==> src/rtl/polyphase_coeff_loader_pkg.sv <==
// Shared types and constants for the polyphase coefficient loader
// and its frame tracker.
package polyphase_pkg;

   typedef enum logic [1:0] {
      IDLE,
      WAIT,
      LOAD,
      FLUSH
   } state_t;

   localparam int NUMBER_TAPS_DEF = 32;
   localparam int COEF_ADDR_W     = $clog2(NUMBER_TAPS_DEF);

endpackage

==> src/rtl/polyphase_frame_tracker.sv <==
// Tracks whether a data frame is open upstream of the filter and how
// many completed frames are still draining through it.
module polyphase_frame_tracker
   import polyphase_pkg::*;
#(
   parameter int INFLIGHT_WIDTH = 4
) (
   input  logic                      clock,
   input  logic                      reset,
   input  logic                      data_hs,
   input  logic                      data_last,
   input  logic                      filt_out_tlast_hs,
   output logic                      in_frame,
   output logic [INFLIGHT_WIDTH-1:0] inflight
);

   localparam logic [INFLIGHT_WIDTH-1:0] INFLIGHT_MAX = '1;

   logic                      in_frame_d;
   logic                      in_frame_q;
   logic [INFLIGHT_WIDTH-1:0] inflight_d;
   logic [INFLIGHT_WIDTH-1:0] inflight_q;
   logic                      frame_end;

   assign frame_end = data_hs && data_last;

   always_comb begin
      in_frame_d = in_frame_q;
      inflight_d = inflight_q;
      if (data_hs) begin
         in_frame_d = !data_last;
      end
      // Simultaneous enter and drain cancel; both ends saturate.
      if (frame_end && !filt_out_tlast_hs && (inflight_q != INFLIGHT_MAX)) begin
         inflight_d = inflight_q + 1'b1;
      end else if (!frame_end && filt_out_tlast_hs && (inflight_q != '0)) begin
         inflight_d = inflight_q - 1'b1;
      end
   end

   always_ff @(posedge clock) begin
      if (reset) begin
         in_frame_q <= 1'b0;
         inflight_q <= '0;
      end else begin
         in_frame_q <= in_frame_d;
         inflight_q <= inflight_d;
      end
   end

   assign in_frame = in_frame_q;
   assign inflight = inflight_q;

endmodule

==> src/rtl/polyphase_coeff_loader.sv <==
// Sequences run-time coefficient reloads of the polyphase filter and
// gates its input stream while the table is being rewritten.
module polyphase_coeff_loader
   import polyphase_pkg::*;
#(
   parameter int NUMBER_TAPS       = NUMBER_TAPS_DEF,
   parameter int COEFFICIENT_WIDTH = 16,
   parameter int DATA_IN_WIDTH     = 16,
   parameter int INFLIGHT_WIDTH    = 4,
   parameter int REQUIRE_VALID     = 1
) (
   input  logic                         clock,
   input  logic                         reset,
   input  logic [COEFFICIENT_WIDTH-1:0] s_coef_tdata,
   input  logic                         s_coef_tvalid,
   input  logic                         s_coef_tlast,
   output logic                         s_coef_tready,
   input  logic [DATA_IN_WIDTH-1:0]     s_data_tdata,
   input  logic                         s_data_tvalid,
   input  logic                         s_data_tlast,
   output logic                         s_data_tready,
   output logic [DATA_IN_WIDTH-1:0]     m_data_tdata,
   output logic                         m_data_tvalid,
   output logic                         m_data_tlast,
   input  logic                         m_data_tready,
   input  logic                         filt_out_tlast_hs,
   output logic                         coeffs_wren,
   output logic [COEF_ADDR_W-1:0]       coeffs_addr,
   output logic [COEFFICIENT_WIDTH-1:0] coeffs_wdata,
   output logic                         busy,
   output logic                         coef_valid,
   output logic                         load_done,
   output logic                         load_error,
   output logic                         err_long
);

   localparam logic [COEF_ADDR_W-1:0] LAST_ADDR = COEF_ADDR_W'(NUMBER_TAPS - 1);

   state_t                       state_d, state_q;
   logic [COEF_ADDR_W-1:0]       count_d, count_q;
   logic                         coef_valid_d, coef_valid_q;
   logic                         wren_d, wren_q;
   logic [COEF_ADDR_W-1:0]       addr_d, addr_q;
   logic [COEFFICIENT_WIDTH-1:0] wdata_d, wdata_q;
   logic                         done_d, done_q;
   logic                         error_d, error_q;
   logic                         err_long_d, err_long_q;

   logic                      in_frame;
   logic [INFLIGHT_WIDTH-1:0] inflight;
   logic                      gate_open;
   logic                      data_hs;
   logic                      coef_hs;

   // Mid-frame requests let the open frame finish; nothing new starts.
   assign gate_open = ((state_q == IDLE) || ((state_q == WAIT) && in_frame))
                   && (coef_valid_q || (REQUIRE_VALID == 0) || in_frame);

   assign m_data_tdata  = s_data_tdata;
   assign m_data_tlast  = s_data_tlast;
   assign m_data_tvalid = s_data_tvalid && gate_open;
   assign s_data_tready = m_data_tready && gate_open;
   assign data_hs       = s_data_tvalid && s_data_tready;
   assign coef_hs       = s_coef_tvalid && s_coef_tready;

   polyphase_frame_tracker #(
      .INFLIGHT_WIDTH(INFLIGHT_WIDTH)
   ) u_tracker (
      .clock            (clock),
      .reset            (reset),
      .data_hs          (data_hs),
      .data_last        (s_data_tlast),
      .filt_out_tlast_hs(filt_out_tlast_hs),
      .in_frame         (in_frame),
      .inflight         (inflight)
   );

   always_comb begin
      state_d       = state_q;
      count_d       = count_q;
      coef_valid_d  = coef_valid_q;
      wren_d        = 1'b0;
      addr_d        = addr_q;
      wdata_d       = wdata_q;
      done_d        = 1'b0;
      error_d       = 1'b0;
      err_long_d    = err_long_q;
      s_coef_tready = 1'b0;
      unique case (state_q)
         IDLE: begin
            if (s_coef_tvalid) begin
               state_d = WAIT;
            end
         end
         WAIT: begin
            if (!in_frame && (inflight == '0)) begin
               state_d      = LOAD;
               count_d      = '0;
               coef_valid_d = 1'b0;
            end
         end
         LOAD: begin
            s_coef_tready = 1'b1;
            if (coef_hs) begin
               wren_d  = 1'b1;
               addr_d  = count_q;
               wdata_d = s_coef_tdata;
               count_d = count_q + 1'b1;
               if (count_q == LAST_ADDR) begin
                  if (s_coef_tlast) begin
                     state_d      = IDLE;
                     coef_valid_d = 1'b1;
                     done_d       = 1'b1;
                  end else begin
                     state_d    = FLUSH;
                     error_d    = 1'b1;
                     err_long_d = 1'b1;
                  end
               end else if (s_coef_tlast) begin
                  state_d    = IDLE;
                  error_d    = 1'b1;
                  err_long_d = 1'b0;
               end
            end
         end
         FLUSH: begin
            s_coef_tready = 1'b1;
            if (coef_hs && s_coef_tlast) begin
               state_d = IDLE;
            end
         end
         default: begin
            state_d = IDLE;
         end
      endcase
   end

   always_ff @(posedge clock) begin
      if (reset) begin
         state_q      <= IDLE;
         count_q      <= '0;
         coef_valid_q <= 1'b0;
         wren_q       <= 1'b0;
         addr_q       <= '0;
         wdata_q      <= '0;
         done_q       <= 1'b0;
         error_q      <= 1'b0;
         err_long_q   <= 1'b0;
      end else begin
         state_q      <= state_d;
         count_q      <= count_d;
         coef_valid_q <= coef_valid_d;
         wren_q       <= wren_d;
         addr_q       <= addr_d;
         wdata_q      <= wdata_d;
         done_q       <= done_d;
         error_q      <= error_d;
         err_long_q   <= err_long_d;
      end
   end

   assign coeffs_wren  = wren_q;
   assign coeffs_addr  = addr_q;
   assign coeffs_wdata = wdata_q;
   assign busy         = (state_q != IDLE);
   assign coef_valid   = coef_valid_q;
   assign load_done    = done_q;
   assign load_error   = error_q;
   assign err_long     = err_long_q;

endmodule

==> config.mk <==
export PLATFORM = sky130hd
export DESIGN_NAME = polyphase_coeff_loader
export DESIGN_NICKNAME = d
export VERILOG_FILES = /design/src/rtl/polyphase_coeff_loader_pkg.sv /design/src/rtl/polyphase_frame_tracker.sv /design/src/rtl/polyphase_coeff_loader.sv
export SDC_FILE = /design/constraint.sdc
export NUM_CORES = 1
export LEC_CHECK = 0
export CELL_PAD_IN_SITES_DETAIL_PLACEMENT = 1
export CELL_PAD_IN_SITES_GLOBAL_PLACEMENT = 1
export CORE_ASPECT_RATIO = 0.6
export CORE_UTILIZATION = 25
export CTS_CLUSTER_DIAMETER = 30
export DETAILED_ROUTE_END_ITERATION = 7
export PLACE_DENSITY_LB_ADDON = 0.1
export SLEW_MARGIN = 25
export SYNTH_ARGS = -nofsm -noshare
export SYNTH_HDL_FRONTEND = slang
export SYNTH_HIERARCHICAL = 1
export SYNTH_SLANG_ARGS = --single-unit
==> constraint.sdc <==
create_clock -name clock -period 3 [get_ports clock]
set_input_delay 0.9 -clock clock [delete_from_list [all_inputs] [get_ports clock]]
set_output_delay 0.9 -clock clock [all_outputs]
set_load 0.01 [all_outputs]
==> metrics.log, run 1 <==
[metrics] destination of the worst hold path: coeffs_wdata[6]
[metrics] number of global-route vias before repair: 1472
[metrics] # IOs: 87
[metrics] fraction of layout cells with a size suffix above 1: 10.51%
[metrics] number of vias after detailed routing: 1540
[metrics] slack of the worst reg-to-reg path: 0.58 ns
[metrics] internal portion of total power: 987.5 uW
[metrics] post-synthesis share of cell area spent on xor and xnor gates: 1.943%
[metrics] leakage power of the design: 0.0009585 uW
[metrics] critical path capture point type: output port
[metrics] count of placed standard cells including taps: 336
[metrics] later-pin clock latency in the skew report: 0.28 ns
[metrics] violations in the final reports: DRC
[metrics] Syn Area/Cell: 8.586 um2
[metrics] max-slew violation count: 0
[metrics] largest net degree at the start of global routing: 16
[metrics] Routed WL per cell: 13.97 um
[metrics] number of buffers created by CTS: 5
[metrics] async set-or-reset flop fraction in the synthesized netlist: 0%
[metrics] number of antenna cells inserted: 0
[metrics] P_sw: 274.0 uW
[metrics] sw frac: 21.72%
[metrics] count of final setup violators: 0
[metrics] CTS hold repair buffers: 0
[metrics] wire length of the first global-routing pass: 7.707 mm
[metrics] area added between synthesis and finish: 39.69%
[metrics] Worst Min Path Start: coeffs_wdata[6]
[metrics] DRC viols: 5
[metrics] number of nets in the final layout: 303
[metrics] max-cap viol count: 0
[metrics] number of cells produced by synthesis: 210
[metrics] top-count cell post-synth: nand2_1
[metrics] clock transition at the registers of the reported paths: 0.05 ns
[metrics] Min Clock Period, post-route: 2.926 ns
[metrics] sequential cell fraction of total power: 41.6%
[metrics] Overall Global Routing Usage: 13.45%
[metrics] Port-buffer cells: 54
[metrics] reg-to-reg critical path endpoint: u_tracker/inflight[3]
[metrics] area of the multi-input gates: 829.5 um2
[metrics] sequential cell area in the final layout: 760.7 um2
[metrics] setup repair after global routing missed its margin: false
[metrics] Core Util, Final: 36.93%
[metrics] first-pass iteration count of the detailed router: 8
[metrics] compound-cell area share of the yosys netlist: 13.53%
[metrics] number of failing hold endpoints at the final stage: 0
[metrics] Gate power share: 11.5%
[metrics] buffer type at the clock tree root: clkbuf_16
[metrics] data arrival time of the worst path: 2.03 ns
[metrics] synth warn: 6
[metrics] post-DR vias/cell: 4.477
[metrics] initial cell density of the core: 26.44%
[metrics] R2R Path Start: state_q[0]
[metrics] class of the most critical setup path: input port to output port
[metrics] width of the chip: 111.6 um
[metrics] largest vdd supply drop: 186.1 uV
[metrics] prevailing post-synth register cell: dfxtp_1
[metrics] worst-margin pin slew: 0.4894 ns
[metrics] power density of the placed cells: 500.9 nW/um2
[metrics] class of the tightest hold or removal check: register to register
[metrics] post-synthesis cell type with the largest combined area: dfxtp_1
[metrics] share of synthesized cell area in full adder, half adder and majority cells: 5.274%
[metrics] dominant cells by area after synthesis: dfxtp_1 42%, nand2_1 9.8%, buf_4 8.7%, a21oi_1 8.0%, ha_1 4.2%
[metrics] final HPWL from detailed placement: 3.538 mm
[metrics] post-route design area: 2519 um2
[metrics] number of rows in the core area: 23
[metrics] overall die height: 67.78 um
[metrics] netlist area before placement: 1803 um2
[metrics] total number of H-tree levels: 2
[metrics] category of the worst setup path launch point: input port
[metrics] area share of and/or/nand/nor cells after synthesis: 22.76%
[metrics] core area: 6820 um2
[metrics] distinct cell type count of the synthesized netlist: 41
[metrics] violation count after the first detailed-route iteration: 58
[metrics] required time at the worst-slack endpoint: 2.10 ns
[metrics] worst max-slew margin expressed relative to the limit: 67.27%
[metrics] residual antenna-violating net count after detailed routing: 0
[metrics] Max Fclk: 0.3417 GHz
[metrics] syn_nets: 257
[metrics] clock skew: 0.005668 ns
[metrics] setup total negative slack: 0 ns
[metrics] register area share after synthesis: 42.19%
[metrics] clock network fraction of total power: 46.9%
[metrics] total routed wirelength: 4.804 mm
[metrics] routability congestion estimate: 0.7126
[metrics] maximum count of clock buffers along a single path: 2
[metrics] worst-case reg-to-reg path depth: 11
[metrics] cell area reported after detailed placement: 2352 um2
[metrics] WHS Path Cells: 2
[metrics] largest family of logic cells by synthesized area: simple AND/OR/NAND/NOR gates
[metrics] leading cell types by count after synthesis: 47 x nand2_1, 38 x dfxtp_1, 29 x a21oi_1
[metrics] residual overflow from global routing: 0
[metrics] antenna violations before repair: 0
[metrics] Die Outline Area: 7567 um2
[metrics] fraction of synthesized area in multiplexers: 2.290%
[metrics] flop and latch count out of synthesis: 38
[metrics] largest fanout on the critical path: 2
[metrics] clock tree from TritonCTS: done
[metrics] clock sinks: 38
[metrics] Synth top area share: 42.19%
[metrics] number of synthesized flops with an enable pin: 0
[metrics] post-route non-filler standard cell count: 344
[metrics] share of the clock period used by the worst path after layout: 97.54%
[metrics] fillers: 809
[metrics] result of the run: finished with violations
-- layout make-up --
| class | count | share of cell area (%) |
|---|---|---|
| clock buffer | 7 | 5.266 |
| clock inverter | 1 | 1.192 |
| inverter | 3 | 0.4471 |
| multi-input combinational | 140 | 32.94 |
| sequential | 38 | 30.20 |
| tap | 87 | 4.322 |
| timing repair buffer | 68 | 25.63 |
-- power groups by stage --
stage / registers [uW] / logic, uW / clock network [uW]
6_report: 524 / 145 / 592
5_1_grt: 526 / 161 / 635
4_1_cts: 524 / 147 / 614
3_5_place_dp: 535 / 146 / 0
3_3_place_gp: 535 / 146 / 0
2_1_floorplan: 539 / 87.5 / 0
-- worst max-delay path, stage by stage --
cell             delay (ns)
clkdlybuf4s50_1        0.47
and2_1                 0.13
clkdlybuf4s50_1        0.53
-- per-layer routing --
metal | track usage, % | vias up | wire (um)
met5 | 0 | - | 0
met4 | 5.405 | 0 | 82
met3 | 5.296 | 10 | 346
li1 | - | 777 | -
met2 | 15.92 | 52 | 1695
met1 | 20.28 | 701 | 2679
-- how the worst max path moves through the flow --
stage                  start                     to  slack, ns  cells past startpoint
2_1_floorplan  m_data_tready  u_tracker/inflight[3]       0.22                      8
4_1_cts        s_data_tvalid  u_tracker/inflight[3]       0.04                      9
3_5_place_dp   s_data_tvalid  u_tracker/inflight[3]      -0.25                      9
3_3_place_gp   m_data_tready  u_tracker/inflight[3]      -0.19                      9
5_1_grt        s_data_tvalid  u_tracker/inflight[3]      0.008                      9
6_report       s_data_tvalid          m_data_tvalid       0.07                      3
-- layout by cell type, fill, tap and decap left out, types with 2 or more instances in the layout --
cell,synthesis,final
buf_4,21,14
nand2_1,47,47
clkbuf_1,4,2
and3_1,2,2
inv_1,3,3
dfxtp_1,38,38
ha_1,6,6
clkbuf_16,0,5
a21oi_1,29,28
and2_1,3,3
clkdlybuf4s50_1,0,54
or3_1,2,2
xor2_1,4,4
o21ai_0,2,2
a31oi_1,2,2
mux2i_1,3,3
nor3_1,4,4
nand3_1,4,4
nor2_1,10,10
-- stage by stage --
stage          total power (uW)  setup WS (ns)  hold WS, ns
6_report                   1262        0.07387       0.4548
5_1_grt                    1321       0.007708       0.4826
4_1_cts                    1285        0.04276       0.4555
3_5_place_dp              681.3        -0.2536       0.4477
3_3_place_gp              680.7        -0.1933       0.4444
2_1_floorplan             626.8         0.2194       0.4494
-- what timing repair did --
action / 4_1_cts / 5_1_grt
setup endpoints to repair: 0 / 1
buffers inserted: 0 / 0
gates resized for setup: 0 / 1
hold endpoints to repair: 0 / 0
-- cell families (layout without fill, tap and decap cells) --
| kind of cell | after synthesis | in the layout |
|---|---|---|
| adders and majority gates | 7 | 7 |
| muxes | 4 | 4 |
| and+or+nand+nor | 85 | 85 |
| buffers and inverters | 32 | 79 |
| AOI/OAI and AO/OA | 40 | 40 |
| DFF | 38 | 38 |
| xor gates and xnor gates | 4 | 4 |
-- registers in the layout, summed over array words and instances, names as in the netlist --
name / flops
err_long: 1
load_error: 1
state_q: 2
coef_valid: 1
load_done: 1
coeffs_addr: 5
u_tracker/in_frame: 1
coeffs_wdata: 16
u_tracker/inflight: 4
count_q: 5
coeffs_wren: 1
Note: power is estimated with default switching activity, not from simulation.
==> run 2: changes to the inputs <==
--- a/config.mk
+++ b/config.mk
@@ -7,11 +7,13 @@
 export LEC_CHECK = 0
 export CELL_PAD_IN_SITES_DETAIL_PLACEMENT = 1
 export CELL_PAD_IN_SITES_GLOBAL_PLACEMENT = 1
-export CORE_ASPECT_RATIO = 0.6
+export CORE_ASPECT_RATIO = 1.1
 export CORE_UTILIZATION = 25
 export CTS_CLUSTER_DIAMETER = 30
+export CTS_CLUSTER_SIZE = 25
 export DETAILED_ROUTE_END_ITERATION = 7
 export PLACE_DENSITY_LB_ADDON = 0.1
+export RECOVER_POWER = 50
 export SLEW_MARGIN = 25
 export SYNTH_ARGS = -nofsm -noshare
 export SYNTH_HDL_FRONTEND = slang
==> run 2 against run 1 <==
  * The run now ends clean
  * Critical endpoint unchanged
  * Combinational power decreased by 9%
  * Die area is 0.14% lower
  * Wire length decreased by 10%
  * Clock skew shrank 0.0020 ns
  * Power down 19%
  * Sequential power barely moved
  * First-iteration DRC count decreased by 53%
  * Register-to-register slack worse by 0.12 ns
==> metrics.log, run 2 (synthesis results as in run 1) <==
[metrics] result of the run: finished clean (was finished with violations)
[metrics] slack of the worst reg-to-reg path: 0.46 ns (was 0.58 ns)
[metrics] post-route design area: 2412 um2 (was 2519 um2)
[metrics] number of global-route vias before repair: 1562 (was 1472)
[metrics] list of cells traversed by the critical path: clkdlybuf4s50_1 -> and2_1 -> clkdlybuf4s50_1 (unchanged)
[metrics] fillers: 837 (was 809)
[metrics] area of the multi-input gates: 825.8 um2 (was 829.5 um2)
[metrics] overall die height: 91.07 um (was 67.78 um)
[metrics] Min Clock Period, post-route: 2.916 ns (was 2.926 ns)
[metrics] number of failing hold endpoints at the final stage: 0 (unchanged)
[metrics] core area: 7007 um2 (was 6820 um2)
[metrics] post-DR vias/cell: 4.506 (was 4.477)
[metrics] clock sinks: 38 (unchanged)
[metrics] sequential cell area in the final layout: 760.7 um2 (unchanged)
[metrics] leading cell types in the layout, fill and taps excluded: 47 x nand2_1, 38 x dfxtp_1, 38 x clkdlybuf4s50_1, 29 x a21oi_1, 16 x dlygate4sd3_1 (was 54 x clkdlybuf4s50_1, 47 x nand2_1, 38 x dfxtp_1, 28 x a21oi_1, 14 x buf_4)
[metrics] Largest register FFs: 16 (unchanged)
[metrics] clock tree from TritonCTS: done (unchanged)
[metrics] required time at the worst-slack endpoint: 2.10 ns (about the same)
[metrics] DRC viols: 0 (was 5)
[metrics] area added between synthesis and finish: 33.80% (was 39.69%)
[metrics] buffer type at the clock tree root: clkbuf_8 (was clkbuf_16)
[metrics] fraction of layout cells with a size suffix above 1: 9.486% (was 10.51%)
[metrics] residual overflow from global routing: 0 (unchanged)
[metrics] post-CTS setup-driven buffer insertion count: 0 (unchanged)
[metrics] most common cell after layout, fill and taps aside: nand2_1 (was clkdlybuf4s50_1)
[metrics] worst max-slew margin expressed relative to the limit: 53.35% (was 67.27%)
[metrics] setup repair after global routing missed its margin: false (unchanged)
[metrics] class of the tightest hold or removal check: register to register (unchanged)
[metrics] critical path capture point type: output port (unchanged)
[metrics] total routed wirelength: 4.314 mm (was 4.804 mm)
[metrics] max-slew violation count: 0 (unchanged)
[metrics] initial cell density of the core: 25.73% (was 26.44%)
[metrics] later-pin clock latency in the skew report: 0.29 ns (was 0.28 ns)
[metrics] antenna violations before repair: 0 (unchanged)
[metrics] largest fanout on the critical path: 2 (unchanged)
[metrics] # IOs: 87 (unchanged)
[metrics] width of the chip: 82.97 um (was 111.6 um)
[metrics] largest stage delay on the critical path: 0.53 ns (about the same)
[metrics] residual antenna-violating net count after detailed routing: 0 (unchanged)
[metrics] data arrival time of the worst path: 2.02 ns (was 2.03 ns)
[metrics] Routed WL per cell: 12.76 um (was 13.97 um)
[metrics] Max Fclk: 0.3430 GHz (was 0.3417 GHz)
[metrics] number of nets in the final layout: 299 (was 303)
[metrics] share of the clock period used by the worst path after layout: 97.18% (was 97.54%)
[metrics] max-cap viol count: 0 (unchanged)
[metrics] final HPWL from detailed placement: 3.164 mm (was 3.538 mm)
[metrics] number of rows in the core area: 32 (was 23)
[metrics] category of the worst setup path launch point: input port (unchanged)
[metrics] leakage power of the design: 0.0009563 uW (was 0.0009585 uW)
[metrics] slowest cell on the critical path: clkdlybuf4s50_1 (unchanged)
[metrics] class of the most critical setup path: input port to output port (unchanged)
[metrics] largest vdd supply drop: 177.0 uV (was 186.1 uV)
[metrics] clock skew: 0.003635 ns (was 0.005668 ns)
[metrics] number of vias after detailed routing: 1523 (was 1540)
[metrics] clock transition at the registers of the reported paths: 0.08 ns (was 0.05 ns)
[metrics] count of final setup violators: 0 (unchanged)
[metrics] first-pass iteration count of the detailed router: 2 (was 8)
[metrics] power density of the placed cells: 425.6 nW/um2 (was 500.9 nW/um2)
[metrics] total design power: 1027 uW (was 1262 uW)
[metrics] total number of H-tree levels: 2 (unchanged)
[metrics] violation count after the first detailed-route iteration: 27 (was 58)
[metrics] routability congestion estimate: 0.6591 (was 0.7126)
[metrics] cell area reported after detailed placement: 2332 um2 (was 2352 um2)
[metrics] most frequent cell on the critical path: clkdlybuf4s50_1 (unchanged)
[metrics] Overall Global Routing Usage: 12.18% (was 13.45%)
[metrics] largest net degree at the start of global routing: 34 (was 16)
[metrics] number of buffers created by CTS: 5 (unchanged)
[metrics] maximum count of clock buffers along a single path: 2 (unchanged)
[metrics] CTS hold repair buffers: 0 (unchanged)
[metrics] Resized Gates After CTS: 0 (unchanged)
[metrics] number of antenna cells inserted: 0 (unchanged)
[metrics] worst-margin pin slew: 0.6997 ns (was 0.4894 ns)
[metrics] wire length of the first global-routing pass: 7.486 mm (was 7.707 mm)
[metrics] Port-buffer cells: 54 (unchanged)
[metrics] Die Outline Area: 7556 um2 (was 7567 um2)
[run 2: changes by cell type in the layout (fill, tap and decap cells not counted), moves of 2 or more]
cell             change
dlygate4sd3_1       +16
clkbuf_1             -2
clkbuf_8             +6
clkdlybuf4s50_1     -16
buf_4                -5
clkbuf_16            -5
[run 2: worst paths after layout]
path / from / end / depth (start not counted)
min: coeffs_wdata[5] / coeffs_wdata[5] / 2
max: s_data_tvalid / m_data_tvalid / 3
min reg2reg: coeffs_wdata[5] / coeffs_wdata[5] / 2
max reg2reg: state_q[0] / u_tracker/inflight[3] / 11
[run 2: power by group]
group | switching [uW] | total (uW) | internal [uW]
clock network | 185 | 370 | 185
registers | 8.81 | 525 | 517
logic | 61.1 | 132 | 70.5
[run 2: cell type report]
type / count / area share, %
clock buffers: 6 / 3.423
clock inverters: 2 / 0.5187
inverters: 3 / 0.4668
multi-input cells: 140 / 34.23
flip-flops and latches: 38 / 31.54
well taps: 85 / 4.409
repair buffers: 64 / 25.41
[run 2: through the flow]
| stage | util [%] | hold WS, ns | std cells | setup WS (ns) | setup TNS [ns] |
|---|---|---|---|---|---|
| 6_report | 34.43 | 0.4527 | 338 | 0.08446 | 0 |
| 3_5_place_dp | 33.29 | 0.4489 | 330 | -0.2028 | -0.2028 |
| 2_1_floorplan | - | 0.4494 | 210 | 0.2194 | 0 |
| 3_3_place_gp | 33.29 | 0.4440 | 330 | -0.1712 | -0.1712 |
| 4_1_cts | 34.64 | 0.4607 | 338 | 0.07615 | 0 |
| 5_1_grt | 34.43 | 0.4804 | 338 | 0.001816 | 0 |
[run 2: critical path, delay by kind of cell]
family | cells | cell delay, ns
simple gates | 1 | 0.12
buf+inv | 2 | 0.99
[run 2: per-layer routing]
metal | GRT usage, % | vias up | wire [um]
met5 | 0 | - | 0
met4 | 5.460 | 0 | 93
met3 | 3.273 | 10 | 239
met2 | 20.29 | 46 | 2011
met1 | 14.62 | 695 | 1970
li1 | - | 772 | -
==> run 3: changes to the inputs <==
--- a/config.mk
+++ b/config.mk
@@ -14,7 +14,6 @@
 export DETAILED_ROUTE_END_ITERATION = 7
 export PLACE_DENSITY_LB_ADDON = 0.1
 export RECOVER_POWER = 50
-export SLEW_MARGIN = 25
 export SYNTH_ARGS = -nofsm -noshare
 export SYNTH_HDL_FRONTEND = slang
 export SYNTH_HIERARCHICAL = 1
==> constraint.sdc (replaced) <==
create_clock -name clock -period 2.75 [get_ports clock]
set_input_delay 0.825 -clock clock [delete_from_list [all_inputs] [get_ports clock]]
set_output_delay 0.825 -clock clock [all_outputs]
set_load 0.01 [all_outputs]
==> run 3 against run 2 <==
  * Power up 9.7%
  * Hold slack gained 0.0010 ns
  * Sequential share of layout area is 0.13 points lower
  * Clock skew up 0.0011 ns
  * Critical path type is now input port to register
  * Largest power group unchanged
==> metrics.log, run 3 (synthesis results as in run 1) <==
[metrics] largest fanout on the critical path: 2 (unchanged)
[metrics] Min Clock Period, post-route: 2.608 ns
[metrics] Largest register FFs: 16 (unchanged)
[metrics] largest vdd supply drop: 172.0 uV (was 177.0 uV)
[metrics] fillers: 841 (was 837)
[metrics] R2R Path Start: state_q[0] (unchanged)
[metrics] category of the worst setup path launch point: input port (unchanged)
[metrics] post-route design area: 2422 um2 (was 2412 um2)
[metrics] worst-margin pin slew: 0.7021 ns (was 0.6997 ns)
[metrics] number of rows in the core area: 32 (unchanged)
[metrics] number of buffers created by CTS: 5 (unchanged)
[metrics] Die Outline Area: 7556 um2 (unchanged)
[metrics] violation count after the first detailed-route iteration: 65 (was 27)
[metrics] Worst Min Path Start: coeffs_wdata[12] (was coeffs_wdata[5])
[metrics] total number of H-tree levels: 2 (unchanged)
[metrics] number of nets in the final layout: 300 (was 299)
[metrics] initial cell density of the core: 25.73% (unchanged)
[metrics] launching element of the worst setup path: s_data_tlast (was s_data_tvalid)
[metrics] clock transition at the registers of the reported paths: 0.08 ns (about the same)
[metrics] leading cell types in the layout, fill and taps excluded: 47 x nand2_1, 38 x dfxtp_1, 38 x clkdlybuf4s50_1, 28 x a21oi_1, 12 x dlygate4sd3_1 (was 47 x nand2_1, 38 x dfxtp_1, 38 x clkdlybuf4s50_1, 29 x a21oi_1, 16 x dlygate4sd3_1)
[metrics] count of final setup violators: 0 (unchanged)
[metrics] number of antenna cells inserted: 0 (unchanged)
[metrics] routability congestion estimate: 0.6833 (was 0.6591)
[metrics] clock tree from TritonCTS: done (unchanged)
[metrics] sequential cell area in the final layout: 760.7 um2 (unchanged)
[metrics] residual antenna-violating net count after detailed routing: 0 (unchanged)
[metrics] critical path capture point type: register (was output port)
[metrics] data arrival time of the worst path: 2.78 ns (was 2.02 ns)
[metrics] Core Util, Final: 34.57% (was 34.43%)
[metrics] post-CTS setup-driven buffer insertion count: 0 (unchanged)
[metrics] post-DR vias/cell: 4.566 (was 4.506)
[metrics] buffer type at the clock tree root: clkbuf_8 (unchanged)
[metrics] core area: 7007 um2 (unchanged)
[metrics] residual overflow from global routing: 0 (unchanged)
[metrics] fraction of layout cells with a size suffix above 1: 10.24% (was 9.486%)
[metrics] max-slew violation count: 0 (unchanged)
[metrics] wire length of the first global-routing pass: 7.562 mm (was 7.486 mm)
[metrics] width of the chip: 82.97 um (unchanged)
[metrics] final HPWL from detailed placement: 3.213 mm (was 3.164 mm)
[metrics] clock sinks: 38 (unchanged)
[metrics] # IOs: 87 (unchanged)
[metrics] cell area reported after detailed placement: 2340 um2 (was 2332 um2)
[metrics] result of the run: finished clean (unchanged)
[metrics] number of global-route vias before repair: 1562 (unchanged)
[metrics] maximum count of clock buffers along a single path: 2 (unchanged)
[metrics] antenna violations before repair: 0 (unchanged)
[metrics] DRC viols: 0 (unchanged)
[metrics] setup repair after global routing missed its margin: false (unchanged)
[metrics] area of the multi-input gates: 829.5 um2 (was 825.8 um2)
[metrics] count of placed standard cells including taps: 331 (was 330)
[metrics] post-route non-filler standard cell count: 339 (was 338)
[metrics] worst max-slew margin expressed relative to the limit: 53.20% (was 53.35%)
[metrics] power density of the placed cells: 464.8 nW/um2 (was 425.6 nW/um2)
[metrics] number of failing hold endpoints at the final stage: 0 (unchanged)
[metrics] required time at the worst-slack endpoint: 2.93 ns (was 2.10 ns)
[metrics] Routed WL per cell: 13.03 um (was 12.76 um)
[metrics] Overall Global Routing Usage: 12.18% (about the same)
[metrics] largest net degree at the start of global routing: 34 (unchanged)
[metrics] first-pass iteration count of the detailed router: 3 (was 2)
[metrics] later-pin clock latency in the skew report: 0.28 ns (was 0.29 ns)
[metrics] area added between synthesis and finish: 34.35% (was 33.80%)
[metrics] overall die height: 91.07 um (unchanged)
[metrics] total routed wirelength: 4.417 mm (was 4.314 mm)
[metrics] number of vias after detailed routing: 1548 (was 1523)
[metrics] class of the tightest hold or removal check: register to register (unchanged)
[metrics] most common cell after layout, fill and taps aside: nand2_1 (unchanged)
[metrics] share of the clock period used by the worst path after layout: 94.82%
[metrics] clock skew: 0.004713 ns (was 0.003635 ns)
[metrics] max-cap viol count: 0 (unchanged)
[metrics] Port-buffer cells: 54 (unchanged)
[metrics] Max Fclk: 0.3835 GHz
[metrics] total design power: 1126 uW (was 1027 uW)
[metrics] class of the most critical setup path: input port to register (was input port to output port)
[metrics] leakage power of the design: 0.0009578 uW (was 0.0009563 uW)
==> run 3: area by class of cell <==
| cell class | count | area share [%] |
|---|---|---|
| Clock buffer | 6 | 3.409 |
| Multi-Input combinational cell | 140 | 34.25 |
| Inverter | 3 | 0.4649 |
| Tap cell | 85 | 4.391 |
| Timing Repair Buffer | 65 | 25.57 |
| Sequential cell | 38 | 31.41 |
| Clock inverter | 2 | 0.5165 |
==> run 3: worst paths after layout <==
kind,end,slack (ns),depth (start not counted)
setup / recovery,u_tracker/inflight[3],0.14,8
hold / removal,coeffs_wdata[12],0.45,2
setup reg to reg,u_tracker/inflight[3],0.32,11
hold reg to reg,coeffs_wdata[12],0.45,2
==> run 3: worst max-delay path, stage by stage <==
cell	delay [ns]
clkdlybuf4s50_1	0.47
nand3b_1	0.09
or2_1	0.24
ha_1	0.27
a21o_2	0.19
a21oi_2	0.14
mux2i_1	0.22
mux2_1	0.33
==> run 3: repair_timing <==
action	4_1_cts	5_1_grt
resized for setup	5	1
endpoints found under the setup margin	4	1
cloned	0	0
pin swaps	5	3
hold buffers	0	0
==> run 3: stage by stage <==
step                setup slack [ns]  hold WS (ns)  TNS, ns
finish                        0.1425        0.4537        0
global route                0.002407        0.4831        0
CTS                          0.09130        0.4575        0
detailed placement           -0.3940        0.4458  -0.5124
global placement             -0.3485        0.4431  -0.4475
floorplan                    0.04439        0.4494        0
==> run 3: power by group <==
part | leakage [uW] | switching (uW) | internal (uW)
clock network | 0.0000472 | 205 | 202
registers | 0.000307 | 6.68 | 563
logic | 0.000603 | 71.4 | 78.0
==> run 3: layer usage <==
metal	up-vias	wire (um)	track usage, %
li1	772	-	-
met1	724	2000	14.53
met2	46	2144	20.90
met3	6	217	3.091
met4	0	54	4.598
met5	-	0	0
